### config.mk
export PLATFORM = sky130hd
export DESIGN_NAME = instruction_fetch
export DESIGN_NICKNAME = d
export VERILOG_FILES = /design/src/rtl/fetch_pkg.sv /design/src/rtl/fetch_skid_buffer.sv /design/src/rtl/instruction_fetch.sv
export SDC_FILE = /design/constraint.sdc
export NUM_CORES = 1
export LEC_CHECK = 0
export ABC_AREA = 1
export CAP_MARGIN = 30
export CELL_PAD_IN_SITES_DETAIL_PLACEMENT = 1
export CELL_PAD_IN_SITES_GLOBAL_PLACEMENT = 2
export CORE_ASPECT_RATIO = 1.1
export CORE_MARGIN = 1.5
export CORE_UTILIZATION = 32
export CTS_CLUSTER_SIZE = 20
export DETAILED_ROUTE_END_ITERATION = 7
export PLACE_DENSITY = 0.82
export REMOVE_ABC_BUFFERS = 1
export SETUP_SLACK_MARGIN = 0.02
export SYNTH_ARGS = -nofsm -noshare
export SYNTH_HDL_FRONTEND = slang
export SYNTH_HIERARCHICAL = 1
export SYNTH_SLANG_ARGS = --single-unit
### constraint.sdc
create_clock -name clk -period 4.8 [get_ports clk]
set_clock_uncertainty 0.15 [all_clocks]
set_input_delay 0.72 -clock clk [delete_from_list [all_inputs] [get_ports clk]]
set_output_delay 0.72 -clock clk [all_outputs]
set_load 0.005 [all_outputs]
### src/rtl/fetch_pkg.sv
// Shared types and constants for the instruction fetch stage.
package fetch_pkg;

  localparam int PC_STEP     = 4;
  localparam int INSTR_WIDTH = 32;
  localparam int PC_WIDTH    = 32;

  // One buffered fetch result: the instruction word and the byte PC it came from.
  typedef struct packed {
    logic [INSTR_WIDTH-1:0] instr;
    logic [PC_WIDTH-1:0]    pc;
  } fetch_entry_t;

  // Instructions are word aligned, so the two low PC bits are always cleared.
  function automatic logic [PC_WIDTH-1:0] align_pc(input logic [PC_WIDTH-1:0] pc);
    return {pc[PC_WIDTH-1:2], 2'b00};
  endfunction

endpackage

### src/rtl/fetch_skid_buffer.sv
// Two-entry FIFO holding returned instruction words until decode accepts them.
// Entry 0 is always the head; a pop shifts entry 1 down.
module fetch_skid_buffer
  import fetch_pkg::*;
(
  input  logic         clk,
  input  logic         rst,
  input  logic         push,
  input  fetch_entry_t push_entry,
  input  logic         pop,
  input  logic         flush,
  output logic [1:0]   count,
  output fetch_entry_t head
);

  fetch_entry_t [1:0] ent_q;
  fetch_entry_t [1:0] ent_d;
  logic [1:0]         count_q;
  logic [1:0]         count_d;
  logic               pop_ok_s;
  logic               push_ok_s;

  // Next-state computation: flush beats push/pop; push/pop are guarded against over/underflow.
  always_comb begin
    ent_d     = ent_q;
    count_d   = count_q;
    pop_ok_s  = pop & (count_q != 2'd0);
    push_ok_s = push & ((count_q != 2'd2) | pop_ok_s);
    if (flush) begin
      count_d = 2'd0;
    end else begin
      case ({push_ok_s, pop_ok_s})
        2'b10: begin
          ent_d[count_q[0]] = push_entry;
          count_d           = count_q + 2'd1;
        end
        2'b01: begin
          ent_d[0] = ent_q[1];
          count_d  = count_q - 2'd1;
        end
        2'b11: begin
          if (count_q == 2'd1) begin
            ent_d[0] = push_entry;
          end else begin
            ent_d[0] = ent_q[1];
            ent_d[1] = push_entry;
          end
        end
        default: begin
          count_d = count_q;
        end
      endcase
    end
  end

  // Storage and occupancy registers with synchronous reset.
  always_ff @(posedge clk) begin
    if (rst) begin
      ent_q   <= '0;
      count_q <= 2'd0;
    end else begin
      ent_q   <= ent_d;
      count_q <= count_d;
    end
  end

  assign count = count_q;
  assign head  = ent_q[0];

endmodule

### src/rtl/instruction_fetch.sv
// Instruction fetch: owns the PC, issues one word read per cycle to a
// synchronous-read memory, and streams returned words to decode through a
// 2-entry skid buffer. DATA_WIDTH must equal fetch_pkg::INSTR_WIDTH.
module instruction_fetch
  import fetch_pkg::*;
#(
  parameter int          DATA_WIDTH = 32,
  parameter int          ADDR_WIDTH = 10,
  parameter logic [31:0] RESET_PC   = 32'h0000_0000
) (
  input  logic                  clk,
  input  logic                  rst,
  output logic [ADDR_WIDTH-1:0] imem_address,
  input  logic [DATA_WIDTH-1:0] imem_data,
  input  logic                  redirect_valid,
  input  logic [31:0]           redirect_pc,
  output logic                  out_valid,
  input  logic                  out_ready,
  output logic [DATA_WIDTH-1:0] out_instr,
  output logic [31:0]           out_pc
);

  logic [PC_WIDTH-1:0] pc_q;
  logic [PC_WIDTH-1:0] pc_d;
  logic [PC_WIDTH-1:0] inflight_pc_q;
  logic [PC_WIDTH-1:0] inflight_pc_d;
  logic                inflight_q;
  logic                inflight_d;
  logic [PC_WIDTH-1:0] issue_pc_s;
  logic [PC_WIDTH-1:0] addr_pc_s;
  logic                issue_s;
  logic                pop_s;
  logic                push_s;
  logic [1:0]          count_s;
  logic [1:0]          count_next_s;
  fetch_entry_t        head_s;
  fetch_entry_t        push_entry_s;

  // Issue decision: keep at most two words buffered-or-inflight; a redirect always issues.
  always_comb begin
    pop_s        = (count_s != 2'd0) & out_ready;
    count_next_s = count_s + {1'b0, inflight_q} - {1'b0, pop_s};
    if (rst) begin
      issue_s = 1'b0;
    end else if (redirect_valid) begin
      issue_s = 1'b1;
    end else if (count_next_s <= 2'd1) begin
      issue_s = 1'b1;
    end else begin
      issue_s = 1'b0;
    end
    if (redirect_valid) begin
      issue_pc_s = align_pc(redirect_pc);
    end else begin
      issue_pc_s = pc_q;
    end
  end

  // Memory address: the memory reads every cycle, so the address always shows the issue PC.
  always_comb begin
    if (rst) begin
      addr_pc_s = align_pc(RESET_PC);
    end else begin
      addr_pc_s = issue_pc_s;
    end
    imem_address = addr_pc_s[ADDR_WIDTH+1:2];
  end

  // Returned word goes to the buffer unless a redirect discards it.
  always_comb begin
    push_s             = inflight_q & ~redirect_valid & ~rst;
    push_entry_s.instr = imem_data;
    push_entry_s.pc    = inflight_pc_q;
  end

  // Next PC and inflight tracking.
  always_comb begin
    pc_d          = pc_q;
    inflight_pc_d = inflight_pc_q;
    if (issue_s) begin
      inflight_d    = 1'b1;
      inflight_pc_d = issue_pc_s;
      pc_d          = issue_pc_s + PC_WIDTH'(PC_STEP);
    end else begin
      inflight_d = 1'b0;
    end
  end

  // PC and inflight registers with synchronous reset.
  always_ff @(posedge clk) begin
    if (rst) begin
      pc_q          <= align_pc(RESET_PC);
      inflight_q    <= 1'b0;
      inflight_pc_q <= 32'h0000_0000;
    end else begin
      pc_q          <= pc_d;
      inflight_q    <= inflight_d;
      inflight_pc_q <= inflight_pc_d;
    end
  end

  fetch_skid_buffer u_skid (
    .clk        (clk),
    .rst        (rst),
    .push       (push_s),
    .push_entry (push_entry_s),
    .pop        (pop_s),
    .flush      (redirect_valid),
    .count      (count_s),
    .head       (head_s)
  );

  assign out_valid = (count_s != 2'd0);
  assign out_instr = head_s.instr;
  assign out_pc    = head_s.pc;

endmodule
# Yosys cells after proc, flatten, opt, wreduce, memory -nomap -nowiden
# Index checks and enable logic that the tools add are counted.
# word_totals
word_cells,52
out_inout_bits,75
regBits,195
in_bits,68
# classes
n_reduce_logical,8
mux,14
add_sub_neg,5
bitwise,8
n_lt_le_gt_ge,3
n_eq_ne,6
# op_table
operator,count
$mux W64,3
$pmux W64 S3,1
$bwmux W128,1
$pmux W64 S2,1
$demux W64 S1,1
$add A32 B3 Y32 const B,1
$mux W32,1
$mux W12,1
$reduce_bool A2 Y1,3
$and A1 B1 Y1,5
$eq A2 B1 Y1 const B,2
$eq A2 B2 Y1 const B,2
$mux W1,4
$ne A2 B2 Y1 const B,2
$pmux W2 S2,1
$reduce_and A3 Y1,1
$reduce_bool A3 Y1,1
$add A2 B1 Y2,1
$add A2 B1 Y2 const B,1
$le A2 B1 Y1 const B,1
$lt A1 B2 Y1 const B,1
$not A1 Y1,2
$reduce_and A2 Y1,1
$reduce_or A2 Y1,1
5 further kinds,5

# Longest topological paths before layout
# Gate-level depths: netlist (run 1).
# depth
depth_word,8
mapped_depth,13
ltp_nobuf,13

# Hierarchy
# Netlist (run 1), hierarchy kept.
# modules_own_cells
module,n_inst,area_per_inst_um2,cells_each
fetch_skid_buffer,1,7517.2,1276
instruction_fetch,1,3409.5,518

# Worst setup path before layout (run 1)
# No wires, ideal clock.
# synth_timing
path_type,input -> register
startpoint,input redirect_valid
endpoint,register u_skid/ent_q[126] (netlist bit)
setup_slack_ns,2.161
n_path_buf,5
setup_time_ns,0.110
arrival_time_ns,2.379
stages,11
path_cell_list,buf_6 buf_8 buf_6 nor3_1 nand2_1 nand2_1 clkbuf_1 buf_2 nand4_1 nand2_1 nor2_1
# synth_between
elab_chain_cells,7
word_cells_on_any_way,10
classes_between,eq/ne (3); mux (1); bitwise (4); reduce/logical (2)
# synth_rtl
element,line,source
"start, declared",instruction_fetch.sv:15,"input logic redirect_valid,"
$not A1 Y1 (no source line) *,--,
$and A1 B1 Y1 * (2 in a row),instruction_fetch.sv:71,push_s = inflight_q & ~redirect_valid & ~rst;
via push_s,instruction_fetch.sv:33,logic push_s;
$and A1 B1 Y1 *,fetch_skid_buffer.sv:28,push_ok_s = push & ((count_q != 2'd2) | pop_ok_s);
$eq A2 B2 Y1,fetch_skid_buffer.sv:32,"case ({push_ok_s, pop_ok_s})"
$ne A2 B2 Y1 (no source line) / $reduce_bool A2 Y1 (equally long branches),--,
$reduce_and A3 Y1 (no source line),--,
"end signal, assigned",fetch_skid_buffer.sv:62,ent_q <= ent_d;
"end, declared",fetch_skid_buffer.sv:16,fetch_entry_t [1:0] ent_q;
# Mark *: on every way through the listed nets, which the timed path passes. The rest lies on a longest branch.
# A chain may end at the register's enable or synchronous reset.

# Worst setup path in the final report (run 1)
# layout_timing
startpoint,input redirect_valid
endpoint,output imem_address[7]
# layout_between
elab_chain_cells,2
# layout_rtl
element,line,source
$mux W32,instruction_fetch.sv:52,if (redirect_valid) begin
$mux W12,instruction_fetch.sv:61,if (rst) begin
"end, declared",instruction_fetch.sv:13,"output logic [ADDR_WIDTH-1:0] imem_address,"
# Every way passes these cells.

==> impl_metrics.toml, run 1 <==
[clock_network]
cts_setup_buffers = 0
cts_tree = "built"
ctsResizeCount = 0
clock-sinks = 191
clk_latency_ps = 430
clock-root-buffer = "clkbuf_16"
cts.reportedPaths.clkPinSlew_ps = 70
clockBufferDepth = 2
htreeDepth = 4
cts_made_buffers = 17
cts_hold_buf = 0

[routing]
ant_nets = 0
drt_iter0_markers = 405
wirelength_mm = 31.63
drc_errors = 0
vias = 10280
routedWlPerCell_microns = 13.98
viasPerCell = 4.546
drt_pass1_iterations = 4

[global_route]
gr-total-overflow = 0
grt_max_degree = 87
grt_antenna_before_repair = 0
grt_pass1_wl_mm = 52.03
grt_pass1_vias = 10270
grt_usage_pct = 18.44

[placement]
dp_hpwl_mm = 21.05
place_ws_ps = 1283
io_buffers = 140
place_congestion = 0.7984
place_inst = 2230

[power_and_ir_drop]
p_total_w = 0.003661
ir_drop_v = 0.0002270
p_leak_nw = 5.745
power.density_nw_per_um2 = 288.4

[sta]
hold_viol = 0
setup_viol = 0
hold_ws_ps = 298.6
max_freq_mhz = 313.1
fin_ws_ps = 1606
fin_setup_tns_ps = 0
maxSlewHeadroom_pct = 35.05
rsz0062_at_grt = "no"
finalCritPeriodShare_pct = 66.55
worst_slew_pin_slew_ps = 974.3
fin_crit_ps = 3194
finalMaxSlewViolations = 0

[worst_setup_path]
endpoint_kind = "output pin"
critPathMaxFanout = 26
crit_start = "redirect_valid"
crit_family = "buffers and inverters"
cp_slowest_cell = "clkdlybuf4s50_1"
crit_required_ps = 3930
path_buf_inv = 3
cpPeakStageDelay_ps = 530
regToRegStartpoint = "u_skid/count[1]"
worstPathCellList = "buf_2, nand2_1, nand2_2, inv_1, nor2_1, clkdlybuf4s50_1"
arrival_ps = 2320
crit_type = "input port to output pin"
critical_path.startpoint_type = "input port"

[min_path]
hold_class = "flop to flop"
min_from = "inflight_pc_q[19]"

[logic_synthesis]
yosysUniqueCellTypes = 34
synth_edf_count = 0
yosys_warnings = 6
synth_seq_cells = 191
syn_inst = 1794
synthArstFlopShare_pct = 0
syn_avg_cell_area_sq_um = 6.091
synthesis.area_sq_um = 10930
synthFlopType = "dfxtp_1"
ys_seq_area_share_pct = 34.99

[cells_and_area]
layout.cells.most_common = "nand2_1"
layout.nets = 1890
final_cells = 2262
mostFrequentLayoutCells = "506 x nand2_1, 310 x inv_1, 297 x nor2_1"
syn_to_final_growth_pct = 16.19
final_layout_size_suffix_gt1_share_pct = 6.503
antennaDiodeCount = 0

[floorplanning]
die_w_microns = 179.2
start_util_pct = 32.66
io_pins = 143
core_sq_um = 33460
row_count = 70
die_h_microns = 196.8
dieArea_sq_um = 35260

[flow_run]
max_cap_violations = 0

[run_status]
status = "finished, final reports clean"
-- flip-flops by register name (all words and copies together) (netlist names) --
name / flops
u_skid/count: 2
u_skid/ent_q: 64
u_skid/head: 64
inflight_pc_q: 30
inflight_q: 1
pc_q: 30
-- kinds of logic after synthesis --
family	Yosys count	synth area share, %
buffers and inverters	473	19.81
and+or+nand+nor	1030	39.79
DFF	191	34.99
other	1	0.03432
adders and majority gates	5	0.5725
AOI/OAI and AO/OA	85	4.077
xor gates and xnor gates	9	0.7214
-- routing by layer --
layer	GRT usage, %	wire length (microns)
met5	0	0
met4	3.765	249
met3	2.180	678
met2	33.10	15530
met1	23.52	15170
-- synth_stat cells (2+ instances only) --
cell | number | area, sq um
nand2_1 | 507 | 1903
or2_2 | 3 | 18.77
ha_1 | 5 | 62.56
buf_8 | 2 | 30.03
nor2_1 | 298 | 1119
nor2_4 | 5 | 56.30
buf_1 | 14 | 52.55
o21ai_1 | 5 | 25.02
nor2_2 | 15 | 93.84
buf_6 | 3 | 33.78
buf_2 | 37 | 185.2
nor3_1 | 9 | 45.04
nand4_1 | 68 | 425.4
clkbuf_1 | 29 | 108.9
buf_4 | 73 | 548.0
xor2_1 | 8 | 70.07
nand3_2 | 3 | 30.03
a21oi_1 | 17 | 85.08
dfxtp_1 | 191 | 3824
nand3_1 | 89 | 445.4
o21ai_0 | 59 | 295.3
inv_1 | 312 | 1171
nand2_2 | 31 | 193.9
-- worst register-to-register path, delay by kind of cell, from the launching register on --
kind / cells / cell delay, ps
compound gates: 2 / 360
fa+ha+maj: 1 / 270
flops: 1 / 490
buf+inv: 3 / 650
simple gates: 5 / 860
-- where the power goes --
| group | total [W] | internal (W) | switching, W | leakage, nW |
|---|---|---|---|---|
| registers | 0.00167 | 0.00164 | 0.0000296 | 1.56 |
| clock network | 0.00153 | 0.000846 | 0.000688 | 0.302 |
| logic | 0.000456 | 0.000182 | 0.000274 | 3.89 |
-- final timing paths --
path	endpoint	slack, ps	cells past startpoint
max reg2reg	inflight_pc_q[29]	1950	11
max	imem_address[7]	1610	6
min reg2reg	inflight_pc_q[19]	300	2
min	inflight_pc_q[19]	300	2
-- final cells by class --
cell class / count / area, sq um
Clock buffer: 18 / 439.2
Clock inverter: 14 / 177.7
Fill cell: 4386 / 20760
Inverter: 314 / 1191
Multi-Input combinational cell: 1133 / 4965
Sequential cell: 191 / 3824
Tap cell: 432 / 540.5
Timing Repair Buffer: 160 / 1559
-- per-stage QoR --
stage / util (%) / instance area (sq um)
finish: 37.95 / 12700
global route: 37.95 / 12700
CTS: 37.95 / 12700
detailed placement: 36.10 / 12080
global placement: 36.10 / 12080
floorplan: - / 9960
Power figures use the tool's default switching activity.
==> run 2: changes to the inputs <==
--- a/config.mk
+++ b/config.mk
@@ -11,10 +11,10 @@
 export CELL_PAD_IN_SITES_GLOBAL_PLACEMENT = 2
 export CORE_ASPECT_RATIO = 1.1
 export CORE_MARGIN = 1.5
-export CORE_UTILIZATION = 32
+export CORE_UTILIZATION = 30
 export CTS_CLUSTER_SIZE = 20
 export DETAILED_ROUTE_END_ITERATION = 7
-export PLACE_DENSITY = 0.82
+export PLACE_DENSITY = 0.78
 export REMOVE_ABC_BUFFERS = 1
 export SETUP_SLACK_MARGIN = 0.02
 export SYNTH_ARGS = -nofsm -noshare
==> constraint.sdc (replaced) <==
create_clock -name clk -period 3.1 [get_ports clk]
set_clock_uncertainty 0.15 [all_clocks]
set_input_delay 0.465 -clock clk [delete_from_list [all_inputs] [get_ports clk]]
set_output_delay 0.465 -clock clk [all_outputs]
set_load 0.005 [all_outputs]
==> run 2 against run 1 <==
  * Clock-buffer cell count did not move
  * Sequential power rose by 55%
  * Worst setup slack worse by 1200 ps
  * Critical path type unchanged
  * Register-to-register slack got worse by 1400 ps
  * Design area increased by 2.2%
  * Non-clock buffer count grew 9
  * First-iteration DRC count grew 0.74%
  * Clock power rose by 58%
  * Via count shrank 0.16%
  * Cell count grew 2.8%
  * Flip-flop and latch count unchanged
  * Critical endpoint unchanged
==> impl_metrics.toml, run 2 (synthesis results as in run 1) <==
[routing]
ant_nets = 0
routedWlPerCell_microns = 13.97
drt_pass1_iterations = 4
drt_iter0_markers = 408
vias = 10270
viasPerCell = 4.414
wirelength_mm = 32.50
drc_errors = 0

[cells_and_area]
seq_area_sq_um = 3824
final_layout_size_suffix_gt1_share_pct = 6.906
layout.cells.most_common = "nand2_1"
layout.nets = 1899
antennaDiodeCount = 0
mostFrequentLayoutCells = "506 x nand2_1, 310 x inv_1, 297 x nor2_1"
fillCellCount = 4743
multi_input_area_sq_um = 4965
syn_to_final_growth_pct = 18.80

[clock_network]
cts_hold_buf = 0
cts.reportedPaths.clkPinSlew_ps = 80
clk_latency_ps = 440
htreeDepth = 4
cts_made_buffers = 17
clockBufferDepth = 2
cts_tree = "built"
clock-sinks = 191
ctsResizeCount = 0
cts_setup_buffers = 0
clock-root-buffer = "clkbuf_16"

[sta]
worst_slew_pin_slew_ps = 611.5
hold_viol = 0
setup_viol = 0
finalMaxSlewViolations = 0
hold_ws_ps = 299.5
finalCritPeriodShare_pct = 87.83
fin_crit_ps = 2723
rsz0062_at_grt = "no"
fin_ws_ps = 377.1
maxSlewHeadroom_pct = 59.23
max_freq_mhz = 367.3

[worst_setup_path]
crit_type = "input port to output pin"
reg2reg_setup_slack_ps = 520
critical_path.startpoint_type = "input port"
r2r_end = "u_skid/head[61]"
crit_required_ps = 2480
critPathMaxFanout = 20
cp.depth = 6
endpoint_kind = "output pin"
crit_family = "buffers and inverters"
worstPathCellList = "buf_2, nand2_1, nand2_2, inv_1, nor2_1, clkdlybuf4s50_1"
arrival_ps = 2110
r2r_cells = 10
cpPeakStageDelay_ps = 530
regToRegStartpoint = "u_skid/count[0]"
path_buf_inv = 3
cp_slowest_cell = "clkdlybuf4s50_1"

[flow_run]
max_cap_violations = 0

[global_route]
gr-total-overflow = 0
grt_max_degree = 87
grt_pass1_vias = 10450
grt_pass1_wl_mm = 53.45
grt_antenna_before_repair = 0
grt_usage_pct = 17.89

[floorplanning]
die_w_microns = 185.0
row_count = 73
start_util_pct = 30.36
die_h_microns = 203.2
dieArea_sq_um = 37580
core_sq_um = 35990
io_pins = 143

[min_path]
hold_class = "flop to flop"
min_from = "inflight_pc_q[19]"
min_to = "inflight_pc_q[19]"
hold_depth = 2

[power_and_ir_drop]
p_leak_nw = 5.832
ir_drop_v = 0.0004006
power.density_nw_per_um2 = 442.5
p_total_w = 0.005744

[placement]
place_congestion = 0.8109
dp_hpwl_mm = 21.86
place_ws_ps = 168.1
io_buffers = 140

[run_status]
status = "finished, final reports clean"
[run 2: power by group]
group | internal, W | total, W | switching (W)
clock | 0.00137 | 0.00242 | 0.00105
combinational | 0.000302 | 0.000732 | 0.000430
sequential | 0.00254 | 0.00259 | 0.0000467
total | 0.00421 | 0.00574 | 0.00153
[run 2: layout make-up]
type,instances,area share [%]
tap,487,4.694
timing repair buffer,169,13.59
sequential,191,29.46
clock inverter,14,1.533
inverter,314,9.176
multi-input combinational,1133,38.25
clock buffer,18,3.306
[run 2: how the worst max path moves through the flow]
stage	start	end	slack (ps)
floorplan	redirect_valid	u_skid/ent_q[100]	-1110
global placement	rst	u_skid/head[3]	170
detailed placement	rst	u_skid/head[60]	170
CTS	redirect_valid	imem_address[7]	330
global route	u_skid/count[0]	u_skid/head[53]	220
finish	redirect_valid	imem_address[7]	380
[run 2: metrics by stage]
stage	setup TNS, ps	instances	cell area, sq um	util (%)
6_report	0	2326	12980	36.07
5_1_grt	0	2326	12980	36.07
3_3_place_gp	0	2294	12350	34.33
3_5_place_dp	0	2294	12350	34.33
4_1_cts	0	2326	12980	36.07
2_1_floorplan	-142250	1638	9960	-
[run 2: per-layer routing]
metal  global-route usage, %  vias up  wire length [microns]
li1                        -     5334                      -
met3                   2.214       21                    759
met4                   4.675        0                    499
met2                   31.82      119                  15870
met5                       0        -                      0
met1                   22.65     4793                  15370
[run 2: tightest hold or removal path, delay by kind of cell (launching register included)]
kind,cells,cell delay [ps]
DFF,1,310
and+or+nand+nor,2,100
==> run 3: changes to the inputs <==
--- a/config.mk
+++ b/config.mk
@@ -5,18 +5,16 @@
 export SDC_FILE = /design/constraint.sdc
 export NUM_CORES = 1
 export LEC_CHECK = 0
-export ABC_AREA = 1
 export CAP_MARGIN = 30
 export CELL_PAD_IN_SITES_DETAIL_PLACEMENT = 1
 export CELL_PAD_IN_SITES_GLOBAL_PLACEMENT = 2
 export CORE_ASPECT_RATIO = 1.1
 export CORE_MARGIN = 1.5
-export CORE_UTILIZATION = 30
+export CORE_UTILIZATION = 33
 export CTS_CLUSTER_SIZE = 20
 export DETAILED_ROUTE_END_ITERATION = 7
-export PLACE_DENSITY = 0.78
+export PLACE_DENSITY = 0.77
 export REMOVE_ABC_BUFFERS = 1
-export SETUP_SLACK_MARGIN = 0.02
 export SYNTH_ARGS = -nofsm -noshare
 export SYNTH_HDL_FRONTEND = slang
 export SYNTH_HIERARCHICAL = 1
==> run 3 against run 2 <==
  * Routed wire length shrank 13%
  * Die area shrank 18%
  * Global-route usage is 0.84 points higher
  * Combinational power is 7.1% lower
  * Synthesized cell count down 35%
  * Critical path type is now flop to flop
  * Cell count down 31%
  * Highest routed layer unchanged
==> impl_metrics.toml, run 3 <==
[placement]
place_congestion = 0.7880
dp_hpwl_mm = 18.71
io_buffers = 140
postPlaceCellArea_sq_um = 11130

[logic_synthesis]
synthesis.area_sq_um = 9771
synth_seq_cells = 191
synth_edf_count = 0
yosysTopAreaCell = "dfxtp_1"
yosys_warnings = 6
yosysUniqueCellTypes = 65
yosysTopAreaCellShare_pct = 39.13
synthArstFlopShare_pct = 0
synthFlopType = "dfxtp_1"
syn_inst = 1172
ys_seq_area_share_pct = 39.13
yosysMostFrequentCell = "nand2_1"
synthTopCellsByCount = "212 x nand2_1, 191 x dfxtp_1, 124 x nor2_1"
syn_avg_cell_area_sq_um = 8.337
synthTopCellsByArea = "dfxtp_1 39%, mux2i_1 8.8%, nand2_1 8.1%"

[flow_run]
max_cap_violations = 0

[routing]
wirelength_mm = 28.12
drc_errors = 0
drt_pass1_iterations = 4
vias = 8392
drt_iter0_markers = 392
ant_nets = 0
viasPerCell = 5.229
routedWlPerCell_microns = 17.52

[worst_setup_path]
critPathMaxFanout = 12
cpPeakStageDelay_ps = 370
crit_required_ps = 3300
critical_path.startpoint_type = "flop"
worstPathCellList = "or2_2, and2_1, ha_1, nor2b_1, buf_4, xor2_2, buf_4, nand4_1, xnor2_1, nor2_1, a211oi_1"
crit_type = "flop to flop"
arrival_ps = 3010
path_common_cell = "buf_4"
cp_slowest_cell = "dfxtp_1"
endpoint_kind = "flop"

[sta]
max_freq_mhz = 355.9
finalMaxSlewViolations = 0
worst_slew_pin_slew_ps = 631.5
finalCritPeriodShare_pct = 90.63
fin_setup_tns_ps = 0
fin_crit_ps = 2809
hold_viol = 0
maxSlewHeadroom_pct = 57.81
setup_viol = 0
rsz0062_at_grt = "no"

[floorplanning]
io_pins = 143
die_w_microns = 167.1
die_h_microns = 183.5
core_sq_um = 28870
row_count = 65
start_util_pct = 33.84
dieArea_sq_um = 30650

[clock_network]
cts_setup_buffers = 0
cts_made_buffers = 17
htreeDepth = 4
clockBufferDepth = 2
clock-root-buffer = "clkbuf_16"
clock-sinks = 191
cts.reportedPaths.clkPinSlew_ps = 70
clk_latency_ps = 440
cts_hold_buf = 0
ctsResizeCount = 0
cts_tree = "built"

[cells_and_area]
syn_to_final_growth_pct = 20.53
final_area_sq_um = 11780
antennaDiodeCount = 0
final_layout_size_suffix_gt1_share_pct = 8.488
layout.cells.most_common = "nand2_1"
layout.nets = 1298
mostFrequentLayoutCells = "212 x nand2_1, 191 x dfxtp_1, 138 x clkdlybuf4s50_1"

[min_path]
hold_class = "input port to flop"

[global_route]
grt_antenna_before_repair = 0
grt_max_degree = 80
grt_usage_pct = 18.73
grt_pass1_wl_mm = 45.93
grt_pass1_vias = 8618
gr-total-overflow = 0

[run_status]
status = "finished, final reports clean"

[power_and_ir_drop]
ir_drop_v = 0.0002631
power.density_nw_per_um2 = 485.4
p_leak_nw = 4.295
[run 3: worst max-delay path: cells and delay by family (launching register included)]
| family | cells | cell delay (ps) |
|---|---|---|
| AND/OR/NAND/NOR | 5 | 810 |
| XOR/XNOR | 2 | 430 |
| buffers and inverters | 2 | 410 |
| flip-flops | 1 | 370 |
| adder cells (fa/ha/maj) | 1 | 320 |
| AO/OA/AOI/OAI | 1 | 230 |
[run 3: logic make-up (layout without fill, tap and decap cells)]
family / Yosys count / in the layout / share of synthesized area, %
simple gates: 432 / 432 / 19.53
compound gates: 243 / 243 / 16.92
flops: 191 / 191 / 39.13
buf+inv: 167 / 229 / 10.51
mux: 92 / 92 / 9.553
xor+xnor: 41 / 41 / 3.675
fa+ha+maj: 5 / 5 / 0.6403
other cells: 1 / 4 / 0.03838
[run 3: where the power goes]
part	internal, W	total, W	leakage, nW	switching, W
clock network	0.00140	0.00242	0.310	0.00102
logic	0.000319	0.000680	2.43	0.000361
registers	0.00254	0.00262	1.56	0.0000753
[run 3: layer usage]
metal / vias to the layer above / track usage (%) / part of all wire, %
met3: 11 / 2.842 / 3.0
li1: 4111 / - / -
met2: 135 / 33.22 / 49
met4: 0 / 4.109 / 0.65
met5: - / 0 / 0
met1: 4135 / 23.93 / 48
[run 3: worst paths after layout]
kind	from	to	slack (ps)	cells past startpoint
setup / recovery	u_skid/count[1]	pc_q[15]	290	11
hold reg to reg	u_skid/ent_q[88]	u_skid/ent_q[88]	310	2
setup reg to reg	u_skid/count[1]	pc_q[15]	290	11
hold / removal	redirect_valid	pc_q[12]	280	2
[run 3: cell type report]
class,instances,area (sq um)
Timing Repair Buffer,185,1819
Multi-Input combinational cell,817,4985
Clock inverter,12,181.4
Fill cell,3361,17100
Inverter,13,53.80
Sequential cell,191,3824
Tap cell,368,460.4
Clock buffer,19,452.9
[run 3: metrics by stage]
step                      std cells  total power [W]  util (%)  worst slack, ps  hold slack (ps)
final                          1605         0.005716     40.79            290.5            277.9
after global routing           1605         0.005967     40.79            12.24            268.2
after CTS                      1605         0.005802     40.76            172.8            254.7
after detailed placement       1574         0.003363     38.57           -22.29            300.0
after global placement         1574         0.003350     38.57            43.73            291.7
after floorplan                1021         0.002964         -            -2414            275.1
